<file path="src/rtl/dcache_wt.sv">
// dcache_wt: direct-mapped, write-through, no-write-allocate data cache with one-word lines.
// Stores always go to backing memory; a store updates the line only when it already hits.
module dcache_wt #(
   parameter int INDEX_BITS = 6
) (
   input  logic        clk,
   input  logic        rst,
   input  logic [31:0] dcache_addr,
   input  logic        dcache_wreq,
   input  logic        dcache_rreq,
   input  logic [31:0] dcache_wdata,
   input  logic [3:0]  dcache_byte_enable,
   output logic        dcache_wvalid,
   output logic [31:0] dcache_rdata,
   output logic        dcache_rvalid,
   output logic [31:0] mem_addr,
   output logic        mem_rreq,
   output logic        mem_wreq,
   output logic [31:0] mem_wdata,
   output logic [3:0]  mem_wstrb,
   input  logic [31:0] mem_rdata,
   input  logic        mem_ack
);
   localparam int TAG_BITS = 30 - INDEX_BITS;
   localparam int LINES = 1 << INDEX_BITS;
   typedef enum logic [1:0] {IDLE, RMISS, WRITE, RESP} state_t;
   state_t state, state_n;
   logic [31:0] data [LINES];
   logic [TAG_BITS-1:0] tags [LINES];
   logic [LINES-1:0] valid;
   logic [1:0] off, off_r;
   logic [3:0] be_r;
   logic is_wr, hit, hit_r;
   logic [INDEX_BITS-1:0] idx, idx_r;
   logic [TAG_BITS-1:0] tag, tag_r;
   assign off = dcache_addr[1:0];
   assign idx = dcache_addr[INDEX_BITS+1:2];
   assign tag = dcache_addr[31:INDEX_BITS+2];
   // mem_addr doubles as the latched request address
   assign idx_r = mem_addr[INDEX_BITS+1:2];
   assign tag_r = mem_addr[31:INDEX_BITS+2];
   assign hit = valid[idx] && tags[idx] == tag;
   assign hit_r = valid[idx_r] && tags[idx_r] == tag_r;
   function automatic logic [31:0] align(input logic [31:0] w, input logic [1:0] o, input logic [3:0] b);
      return (w >> {o, 3'b000}) & {{8{b[3]}}, {8{b[2]}}, {8{b[1]}}, {8{b[0]}}};
   endfunction
   always_ff @(posedge clk or posedge rst)
      if (rst) state <= IDLE;
      else state <= state_n;
   always_comb begin
      state_n = state == IDLE ? (dcache_wreq ? WRITE : dcache_rreq ? (hit ? RESP : RMISS) : IDLE)
              : state == RESP ? IDLE
              : mem_ack ? RESP : state;
   end
   always_comb begin
      mem_rreq = state == RMISS;
      mem_wreq = state == WRITE;
      dcache_wvalid = state == RESP && is_wr;
      dcache_rvalid = state == RESP && !is_wr;
   end
   always_ff @(posedge clk or posedge rst) begin
      if (rst) begin
         valid <= '0;
         mem_addr <= '0;
         mem_wdata <= '0;
         mem_wstrb <= '0;
         dcache_rdata <= '0;
         off_r <= '0;
         be_r <= '0;
         is_wr <= 1'b0;
      end else if (state == IDLE && (dcache_wreq || dcache_rreq)) begin
         mem_addr <= {dcache_addr[31:2], 2'b00};
         mem_wdata <= dcache_wdata << {off, 3'b000};
         mem_wstrb <= 4'(dcache_byte_enable << off);
         off_r <= off;
         be_r <= dcache_byte_enable;
         is_wr <= dcache_wreq;
         if (!dcache_wreq && hit) dcache_rdata <= align(data[idx], off, dcache_byte_enable);
      end else if (state == RMISS && mem_ack) begin
         valid[idx_r] <= 1'b1;
         dcache_rdata <= align(mem_rdata, off_r, be_r);
      end
   end
   always_ff @(posedge clk) begin
      if (state == RMISS && mem_ack) begin
         data[idx_r] <= mem_rdata;
         tags[idx_r] <= tag_r;
      end else if (state == WRITE && mem_ack && hit_r) begin
         for (int i = 0; i < 4; i++)
            if (mem_wstrb[i]) data[idx_r][8*i +: 8] <= mem_wdata[8*i +: 8];
      end
   end
endmodule

</file>
<file path="config.mk">
export PLATFORM = sky130hd
export DESIGN_NAME = dcache_wt
export DESIGN_NICKNAME = d
export VERILOG_FILES = /design/src/rtl/dcache_wt.sv
export SDC_FILE = /design/constraint.sdc
export NUM_CORES = 2
export LEC_CHECK = 0
export ABC_CLOCK_PERIOD_IN_PS = 5700
export BUFFER_PORTS_ARGS = -buffer_cell sky130_fd_sc_hd__buf_2
export CAP_MARGIN = 20
export CORE_ASPECT_RATIO = 0.75
export CORE_MARGIN = 2
export CORE_UTILIZATION = 25
export CTS_CLUSTER_SIZE = 8
export DETAILED_ROUTE_END_ITERATION = 8
export GPL_TIMING_DRIVEN = 1
export SETUP_SLACK_MARGIN = 0.2
export SLEW_MARGIN = 10
export SYNTH_ARGS = -nofsm -noshare
export SYNTH_HDL_FRONTEND = slang
export SYNTH_SLANG_ARGS = --single-unit
</file>
<file path="constraint.sdc">
create_clock -name clk -period 5.7 [get_ports clk]
set_input_delay 1.14 -clock clk [delete_from_list [all_inputs] [get_ports clk]]
set_output_delay 1.14 -clock clk [all_outputs]
set_load 0.02 [all_outputs]
</file>
==> results.json <==
{
  "synthAdderAreaFrac": 0,
  "drive_gt1_frac": 0.328,
  "synth_xor_area_frac": 0.00130,
  "criticalPathCategory": "primary input to flip-flop",
  "gp_congestion": 0.992,
  "grtUsageTotal": 0.186,
  "die_height_um": 700,
  "synth_area_sq_um": 162000,
  "netlist_top_cells_area": "edfxtp_1 (67%), mux4_2 (14%), mux2i_1 (3.8%), dfrtp_1 (2.6%), a22oi_1 (1.2%)",
  "vias_per_cell": 5.47,
  "muxShareOfSynthArea": 0.195,
  "drcViolationCount": 12,
  "final_nets": 10000,
  "synth_common_cells": "edfxtp_1 (3584), mux4_2 (1031), mux2i_1 (618)",
  "yosys_register_bits": 3755,
  "avgSynthCellArea_sq_um": 18.4,
  "fmax_mhz": 170,
  "drv_cap": 0,
  "core_area_sq_um": 644000,
  "slew_headroom": 0.199,
  "rsz0062_at_grt": "true",
  "syn_to_final_growth_pct": 21.3,
  "ios": 209,
  "synth_top_family_by_area": "multiplexers",
  "period_share": 1.03,
  "hold_viol": 0,
  "io_buffers": 206,
  "synth_compound_area_frac": 0.0504,
  "drt-total-wl_um": 635000,
  "outcome": "finished with violations",
  "clockBufferDepth": 4,
  "irDropWorstVdd_mv": 0.359,
  "setup_tns_ns": -5.54,
  "synth_area_leader_cell": "edfxtp_1",
  "post-place-ws_ns": -0.949,
  "start_util": 0.251,
  "holdWs_ns": 0.127,
  "finalMaxSlewViolations": 0,
  "setup_slack_ns": -0.195,
  "powerDensity_nw_per_um2": 431,
  "finalSetupViolCount": 32,
  "yosysTopAreaCellShare": 0.666,
  "dp_hpwl_um": 412000,
  "wl_per_cell_um": 33.9,
  "fin_skew_ns": 0.0710,
  "worst_slew_pin_slew_ns": 1.20,
  "n_fill_cell": 62400,
  "grt_overflow_total": 0,
  "drt_iter0_drc": 17900,
  "worstPathMaxFanout": 32,
  "cts_tree": "yes",
  "synthDistinctLibCells": 94,
  "htree_levels": 6,
  "synth_edf_count": 3584,
  "grt_first_pass_wirelength_um": 850000,
  "yosysMostFrequentCell": "edfxtp_1",
  "antenna_found_initial": 66,
  "violations": "design-rule violations, negative setup slack",
  "worstPathArrival_ns": 6.81,
  "ant_nets": 0,
  "yosys_warnings": 0,
  "clock_latency_ns": 1.08,
  "numClockSinks": 3755,
  "cp-end-kind": "flip-flop",
  "crit_required_ns": 6.62,
  "holdBufCountCts": 0,
  "grt_pass1_vias": 98100,
  "power.leakage_nw": 64.1,
  "min_period_ns": 5.89,
  "hold_path.class": "primary input to async pin",
  "path_clk_slew_ns": 0.05,
  "grt_max_degree": 106,
  "synthSimpleGateAreaFrac": 0.0414,
  "multiInputGateArea_sq_um": 47400,
  "vias": 103000,
  "num_rows": 255,
  "regArea_sq_um": 112000,
  "clockRootBuffer": "clkbuf_16",
  "synthArstFlopShare": 0.0455,
  "final_util": 0.305,
  "fp.dieW_um": 932,
  "drt_first_pass_iters": 9,
  "synth_ff_type": "edfxtp_1",
  "dieArea_sq_um": 653000,
  "synthCells": 8769,
  "start_kind": "primary input",
  "seq_area_frac_synth": 0.693,
  "cts_made_buffers": 542
}
## stage by stage
step,cells,area [sq um],total power [mW]
6_report,18700,196000,84.6
5_1_grt,18700,196000,86.0
4_1_cts,18700,196000,83.5
3_5_place_dp,17900,181000,54.5
3_3_place_gp,17900,181000,54.4
2_1_floorplan,8770,162000,44.0
## final timing paths
check,start,to,slack [ns],cells after the start
setup / recovery,dcache_addr[7],dcache_rdata[31],-0.19,15
hold / removal,rst,valid[12],0.13,2
setup reg to reg,mem_addr[4],data[22][6],0.02,14
hold reg to reg,be_r[3],be_r[3],0.48,2
max in group asynchronous,rst,mem_wdata[29],4.37,3
min in group clk,dcache_byte_enable[2],be_r[2],0.31,3
## registers in the layout, summed over array words and instances, names as in the netlist
name,count
mem_addr,30
data,2048
be_r,4
dcache_rdata,32
tags,1536
off_r,2
mem_wdata,32
valid,64
is_wr,1
mem_wstrb,4
state,2
## placed cells by master (no fill, tap or decap), drive strengths merged, types with 19 or more instances in the layout
master,synthesis,layout
dfrtp,171,171
a21oi,106,106
a221oi,121,121
nor2,409,409
a221o,36,36
a22o,38,38
edfxtp,3584,3584
nand2b,20,20
and2,24,24
a2111oi,23,23
and3,34,34
mux2,182,182
nand3,111,111
o21ai,115,115
a211oi,43,43
diode,0,62
o211ai,27,27
a31oi,55,55
nor4,24,24
nand3b,23,23
or2,72,72
and3b,19,19
nand2,456,456
inv,27,57
mux4,1031,1031
a22oi,265,265
clkbuf,256,661
buf,380,1217
nor2b,40,40
o221ai,32,32
nor3,27,27
nor3b,22,22
o22a,34,34
mux2i,618,618
clkinv,2,23
o22ai,103,103
nand4,34,34
## power by group
group	switching (mW)	internal (mW)	leakage [nW]	total, mW
clock network	11.9	17.3	7.23	29.2
logic	14.8	6.98	22.4	21.8
registers	1.01	32.5	34.5	33.6
## per-layer routing
metal | vias up | routed length, um | global-route usage
li1 | 38700 | - | -
met1 | 53300 | 238000 | 0.243
met2 | 8663 | 261000 | 0.261
met3 | 1896 | 95500 | 0.0780
met4 | 25 | 39500 | 0.0983
met5 | - | 271 | 0.00110
## logic make-up (layout without fill, tap and decap cells)
logic type / Yosys count / count (layout)
simple gates: 1383 / 1383
xor+xnor: 24 / 24
other cells: 1 / 64
buf+inv: 665 / 1960
mux: 1831 / 1831
flops: 3755 / 3755
compound gates: 1110 / 1110
## area by class of cell
class,instances,area share
multi-input combinational,4350,0.242
clock buffer,661,0.0725
sequential,3755,0.571
clock inverter,53,0.00333
antenna,62,0.000792
timing repair buffer,1217,0.0550
tap,8609,0.0550
inverter,29,0.000683
## critical path: stages
cell and delay [ns]:
buf_4 0.54, inv_4 0.42, nor2_1 0.82, buf_4 0.34, nand3_1 0.09, nand2_1 0.19
o21a_1 0.16, o21ai_0 0.31, a2111oi_0 0.79, buf_4 0.23, nand4_1 0.56, buf_4 0.38
nand2_1 0.16, buf_12 0.25, mux2_2 0.37
## repair_timing
action,CTS,global route
setup endpoints to repair,4108,4068
buffers inserted,6,12
pin swaps,2,5
gates resized for setup,8,13
(Power assumes the default switching activity.)
